[config.mk]
export PLATFORM = sky130hd
export DESIGN_NAME = uart_tx_arbiter
export DESIGN_NICKNAME = d
export VERILOG_FILES = /design/src/rtl/uart_tx_arbiter.sv
export SDC_FILE = /design/constraint.sdc
export NUM_CORES = 1
export LEC_CHECK = 0
export CORE_UTILIZATION = 51
export DETAILED_ROUTE_END_ITERATION = 7
export PLACE_DENSITY = 0.95
export SLEW_MARGIN = 20
export SYNTH_ARGS = -nofsm -noshare
export SYNTH_HDL_FRONTEND = slang
export SYNTH_SLANG_ARGS = --single-unit
[constraint.sdc]
create_clock -name clk -period 5.6 [get_ports clk]
set_input_delay 1.4 -clock clk [delete_from_list [all_inputs] [get_ports clk]]
set_output_delay 1.4 -clock clk [all_outputs]
set_load 0.02 [all_outputs]
[src/rtl/uart_tx_arbiter.sv]
`timescale 1ns/1ps
`default_nettype none
// ============================================================================
// Module   : uart_tx_arbiter
// Purpose  : Round-robin sharing of one UART transmitter among N byte sources.
// Revision : 1.0
// ============================================================================
module uart_tx_arbiter #(
   parameter int N       = 4,
   parameter int TIMEOUT = 4096,
   parameter int GAPW    = 8
) (
   input  logic                 clk,
   input  logic                 rst,
   input  logic [N-1:0]         req_valid,
   input  logic [8*N-1:0]       req_data,
   output logic [N-1:0]         req_ready,
   input  logic [N-1:0]         cfg_par_en,
   input  logic [N-1:0]         cfg_par_typ,
   input  logic [GAPW-1:0]      gap_cycles,
   input  logic                 tx_busy,
   output logic                 tx_data_valid,
   output logic [7:0]           tx_p_data,
   output logic                 tx_par_en,
   output logic                 tx_par_typ,
   output logic [$clog2(N)-1:0] grant_id,
   output logic                 ctrl_busy,
   output logic                 timeout_err
);

   localparam int c_IDW = $clog2(N);
   localparam int c_TW  = (TIMEOUT > 1) ? $clog2(TIMEOUT) : 1;

   typedef enum logic [1:0] {
      S_IDLE      = 2'd0,
      S_ISSUE     = 2'd1,
      S_WAIT_DONE = 2'd2,
      S_GAP       = 2'd3
   } state_t;

   state_t           r_state;
   logic [c_IDW-1:0] r_ptr;
   logic [c_TW-1:0]  r_tmo_cnt;
   logic [GAPW-1:0]  r_gap_cnt;
   logic             r_live;
   logic             r_data_valid;
   logic [7:0]       r_p_data;
   logic             r_par_en;
   logic             r_par_typ;
   logic [c_IDW-1:0] r_grant_id;
   logic             r_timeout_err;

   logic [N-1:0]     w_hi;
   logic [N-1:0]     w_pick;
   logic [c_IDW-1:0] w_sel;
   logic             w_grant;

   // Requesters above the pointer win first; otherwise wrap to the lowest index.
   always_comb begin
      w_hi = '0;
      for (int i = 0; i < N; i++) begin
         w_hi[i] = req_valid[i] && (c_IDW'(i) > r_ptr);
      end
      w_pick = (w_hi != '0) ? w_hi : req_valid;
      w_sel  = '0;
      for (int i = N - 1; i >= 0; i--) begin
         if (w_pick[i]) begin
            w_sel = c_IDW'(i);
         end
      end
   end

   // r_live keeps req_ready quiet while reset is held.
   assign w_grant   = r_live && (r_state == S_IDLE) && (req_valid != '0);
   assign req_ready = w_grant ? (N'(1) << w_sel) : '0;

   always_ff @(posedge clk or negedge rst) begin
      if (!rst) begin
         r_state       <= S_IDLE;
         r_ptr         <= c_IDW'(N - 1);
         r_tmo_cnt     <= '0;
         r_gap_cnt     <= '0;
         r_live        <= 1'b0;
         r_data_valid  <= 1'b0;
         r_p_data      <= '0;
         r_par_en      <= 1'b0;
         r_par_typ     <= 1'b0;
         r_grant_id    <= '0;
         r_timeout_err <= 1'b0;
      end else begin
         r_live        <= 1'b1;
         r_timeout_err <= 1'b0;
         case (r_state)
            S_IDLE: begin
               if (w_grant) begin
                  r_p_data     <= req_data[{w_sel, 3'b000} +: 8];
                  r_par_en     <= cfg_par_en[w_sel];
                  r_par_typ    <= cfg_par_typ[w_sel];
                  r_grant_id   <= w_sel;
                  r_ptr        <= w_sel;
                  r_tmo_cnt    <= '0;
                  r_data_valid <= 1'b1;
                  r_state      <= S_ISSUE;
               end
            end
            S_ISSUE: begin
               if (tx_busy) begin
                  r_data_valid <= 1'b0;
                  r_state      <= S_WAIT_DONE;
               end else if (r_tmo_cnt == c_TW'(TIMEOUT - 1)) begin
                  // Pointer is left on the failed requester so the next grant moves on.
                  r_timeout_err <= 1'b1;
                  r_data_valid  <= 1'b0;
                  r_state       <= S_IDLE;
               end else begin
                  r_tmo_cnt <= r_tmo_cnt + 1'b1;
               end
            end
            S_WAIT_DONE: begin
               if (!tx_busy) begin
                  r_gap_cnt <= gap_cycles;
                  r_state   <= (gap_cycles != '0) ? S_GAP : S_IDLE;
               end
            end
            S_GAP: begin
               if (r_gap_cnt == GAPW'(1)) begin
                  r_state <= S_IDLE;
               end else begin
                  r_gap_cnt <= r_gap_cnt - 1'b1;
               end
            end
            default: r_state <= S_IDLE;
         endcase
      end
   end

   assign tx_data_valid = r_data_valid;
   assign tx_p_data     = r_p_data;
   assign tx_par_en     = r_par_en;
   assign tx_par_typ    = r_par_typ;
   assign grant_id      = r_grant_id;
   assign timeout_err   = r_timeout_err;
   assign ctrl_busy     = (r_state != S_IDLE);

endmodule
`default_nettype wire

==> parameters.txt <==
Parameter                              Value

Yosys
  Number of synthesis warnings    0
  Xor and xnor fraction of the mapped netlist area    0.0109
  Yosys reg bits    39
  Area share of fa/ha/maj cells after synthesis    0.0155
  Synthesized area per cell    9.03 um2
  Post-synthesis share of cell area spent on and, or, nand and nor gates    0.197
  Cell Area, Synth    2420 um2
  Compound-cell area share of the yosys netlist    0.271
  Main combinational cell family by area after synthesis    compound AO/OA/AOI/OAI gates
  Most used DFF post-synth    dfrtp_1
  Number of enable flip-flop cells after synthesis    0
  Mux contribution to synthesized area    0.0413
  Post-Synthesis Cells    268
  Distinct cell type count after synthesis    52
  Fraction of the yosys area taken by sequential cells    0.404
  Nets in the synthesized netlist    326
  Fraction of registers with async set/reset    1.00

Setup path
  Number of cells traversed by the worst register-to-register path    6
  Maximum fanout along the worst path    11
  Kind of end point of the critical path    output port
  Worst setup slack for register-to-register paths    3.37 ns
  Critical path class    in2out
  Data required time of the critical path    4.20 ns
  Worst flop-to-flop path endpoint    tx_p_data[2]$_DFFE_PN0P_
  CP arrival    3.75 ns
  Critical path startpoint category    input pin
  Origin of the critical flop-to-flop path    r_ptr[0]$_DFFE_PN1P_

Timing
  Slew of the pin with the lowest slew margin    0.854 ns
  Relative slew slack    0.431
  Final cycle utilization of the critical path    0.920
  Count of pins over their slew limit    0
  Setup TNS    0 ns
  Max Freq    0.194 GHz
  Final critical path time including I/O delays and setup    5.15 ns
  PnR worst setup slack    0.449 ns
  Unrepaired setup endpoints after global routing    false
  Worst Skew    0.00830 ns
  Endpoints failing hold    0
  Tightest hold margin    0.506 ns
  Final setup fails    0

Route
  Remaining DRCs    4
  Drt wl/cell    16.3 um
  Antenna-violating nets left    0
  Starting DRC count in detailed routing    131
  Drt first pass iters    6
  Sum of routed wire length over all layers    6390 um
  Via-to-Cell Ratio    6.03
  Vias    2,358

Floorplan
  Total die area    5030 um2
  Std cell rows    24
  Width of the chip    70.9 um
  CORE AREA    4440 um2
  Die H    70.9 um
  Top-level I/O count    74
  Starting density of the core    0.545

Cells and area
  Post-Route Utilization    0.731
  Fill cells    335
  Fin nets    396
  Multi-input logic area    1300 um2
  Area growth from synthesis to final layout    34.2%
  Sequential cell area    978 um2
  Share of post-route cells with drive strength above 1    0.0944
  Ant. Diodes    0

Place
  Half-perimeter wire length of the detailed placement result    4680 um
  Number of buffers inserted by port buffering    73
  Setup slack at placement    0.488 ns
  Global placement routability congestion    0.849

Clock network
  Buffer depth of the longest clock path    2
  Count of clock tree sinks    39
  Quantity of gates resized following cts    0
  CTS Root Cell    clkbuf_8
  TritonCTS clock tree    done
  Clock Pin Slew Worst Setup and Hold Paths    0.07 ns
  Count of H-tree levels built during CTS    2
  # hold bufs at CTS    0
  Insertion delay of the later-clocked pin in the worst-skew pair    0.29 ns
  Post-CTS Setup Bufs    0
  CTS Buf Count    5

GRT
  Met1 Use GR    0.338
  Via count of the first global-routing pass    2,309
  Global Route met2 Usage    0.463
  First-pass GRT wire length    10,600 um
  GRT Total Usage    0.270
  Number of antenna violations at the first check in global routing    0
  Maximum number of pins on one net before global-route repair    40
  Global-route layer with the greatest usage    met2
  Sum of overflow across all layers after global routing    0
  Met3 track utilization from global routing    0.0613

Status
  Result of the run    finished with violations
  Failing checks    DRC

Power
  Sequential fraction of design power    0.372
  Sw Ratio    0.408
  Portion of total power attributed to combinational logic    0.485
  Highest ir drop seen on vdd    0.221 mV
  Total power per unit cell area    390 nW/um2
  Net switching component of the power    0.518 mW
  Leakage    1.36 nW
  Clock share of power    0.144
  Power after layout    1.27 mW
  Internal portion of total power    0.750 mW

Hold path
  Destination of the worst hold path    r_tmo_cnt[1]$_DFFE_PN0P_
  Class of the worst hold path    reg2reg
  Hold path startpoint    r_tmo_cnt[1]$_DFFE_PN0P_
  Worst hold stages    2

Flow run
  Count of maximum capacitance violations    0
synth_stat cells, types with 2 or more instances:
master	count	area share
a22oi_1	4	0.012
a31oi_1	10	0.026
nor2_1	27	0.042
buf_6	2	0.0093
a32oi_1	2	0.0072
ha_1	3	0.016
or4_1	3	0.0093
nand3_1	4	0.0083
and2_1	2	0.0052
xor2_1	3	0.011
o21ai_0	10	0.021
nor4_1	4	0.010
or3_1	5	0.013
mux2i_1	10	0.041
and3_1	4	0.010
a21oi_1	18	0.037
nor3_1	6	0.012
a22o_1	2	0.0072
o21ai_1	8	0.017
a21o_1	4	0.012
nor3b_1	2	0.0062
nand2_1	11	0.017
inv_1	16	0.025
nor2b_1	3	0.0078
or2_2	6	0.016
dfstp_2	2	0.022
o31ai_1	3	0.0093
o2111ai_1	2	0.0072
buf_2	5	0.010
dfrtp_1	37	0.38
a211oi_1	21	0.065
nand2b_1	4	0.010
clkbuf_1	6	0.0093
cells by family (layout without fill, tap and decap cells):
| family | Yosys count | count (layout) |
|---|---|---|
| flip-flops | 39 | 39 |
| AO/OA/AOI/OAI | 93 | 93 |
| multiplexers | 10 | 10 |
| adder cells (fa/ha/maj) | 3 | 3 |
| other | 1 | 1 |
| buffers and inverters | 31 | 102 |
| AND/OR/NAND/NOR | 88 | 88 |
| XOR/XNOR | 3 | 3 |
how the worst max path moves through the flow:
stage / endpoint / slack (ns) / depth (start not counted) / from
after floorplan: req_ready[3] / 1.55 / 5 / req_valid[1]
after global routing: req_ready[0] / 0.27 / 6 / req_valid[1]
after global placement: req_ready[0] / 0.55 / 6 / req_valid[1]
after CTS: req_ready[0] / 0.45 / 6 / req_valid[1]
final: req_ready[0] / 0.45 / 6 / req_valid[1]
after detailed placement: req_ready[0] / 0.49 / 6 / req_valid[1]
power groups by stage:
stage / Clock, mW / Sequential [mW] / Combinational, mW
6_report: 0.182 / 0.471 / 0.615
5_1_grt: 0.202 / 0.486 / 0.670
4_1_cts: 0.187 / 0.468 / 0.612
3_5_place_dp: 0 / 0.474 / 0.606
3_3_place_gp: 0 / 0.470 / 0.588
2_1_floorplan: 0 / 0.506 / 0.354
routing by layer:
layer | routed length, um | vias to the layer above | part of all wire
met5 | 0 | - | 0
met4 | 97 | 0 | 0.015
met3 | 271 | 10 | 0.042
met2 | 3380 | 67 | 0.53
met1 | 2640 | 1151 | 0.41
li1 | - | 1130 | -
placed cells by master (no fill, tap or decap), types with 4 or more instances in the layout:
| cell type | netlist | final |
|---|---|---|
| nor3_1 | 6 | 6 |
| or3_1 | 5 | 5 |
| a211oi_1 | 21 | 21 |
| a21o_1 | 4 | 4 |
| buf_4 | 1 | 5 |
| a21oi_1 | 18 | 18 |
| or2_2 | 6 | 6 |
| a22oi_1 | 4 | 4 |
| nand2b_1 | 4 | 4 |
| nand2_1 | 11 | 11 |
| o21ai_0 | 10 | 10 |
| a31oi_1 | 10 | 10 |
| inv_1 | 16 | 16 |
| nor2_1 | 27 | 27 |
| clkdlybuf4s50_1 | 0 | 72 |
| clkbuf_8 | 0 | 5 |
| mux2i_1 | 10 | 10 |
| and3_1 | 4 | 4 |
| nand3_1 | 4 | 4 |
| nor4_1 | 4 | 4 |
| o21ai_1 | 8 | 8 |
| dfrtp_1 | 37 | 37 |
state kept, by name (all words and copies together), names as in the netlist:
signal and cells:
tx_p_data 8, timeout_err 1, grant_id 2, r_live 1
r_gap_cnt 8, r_state 2, r_ptr 2, tx_data_valid 1
tx_par_en 1, r_tmo_cnt 12, tx_par_typ 1
stage by stage:
| step | cell area (um2) | cells |
|---|---|---|
| floorplan | 2420 | 268 |
| global placement | 3170 | 383 |
| detailed placement | 3170 | 383 |
| CTS | 3250 | 391 |
| global route | 3250 | 391 |
| finish | 3250 | 391 |
layout make-up:
type | instances | share of cell area
clock buffer | 7 | 0.0235
clock inverter | 1 | 0.00154
inverter | 16 | 0.0185
multi-input combinational | 198 | 0.400
sequential | 39 | 0.301
tap | 52 | 0.0200
timing repair buffer | 78 | 0.235
critical path, cell delays in order:
cell and delay [ns]:
clkdlybuf4s50_1 0.51, nor2_1 0.19, or3_1 0.33, and3_1 0.50
and3_1 0.23, clkdlybuf4s50_1 0.60
No activity file was read; power rests on OpenSTA's default activity.
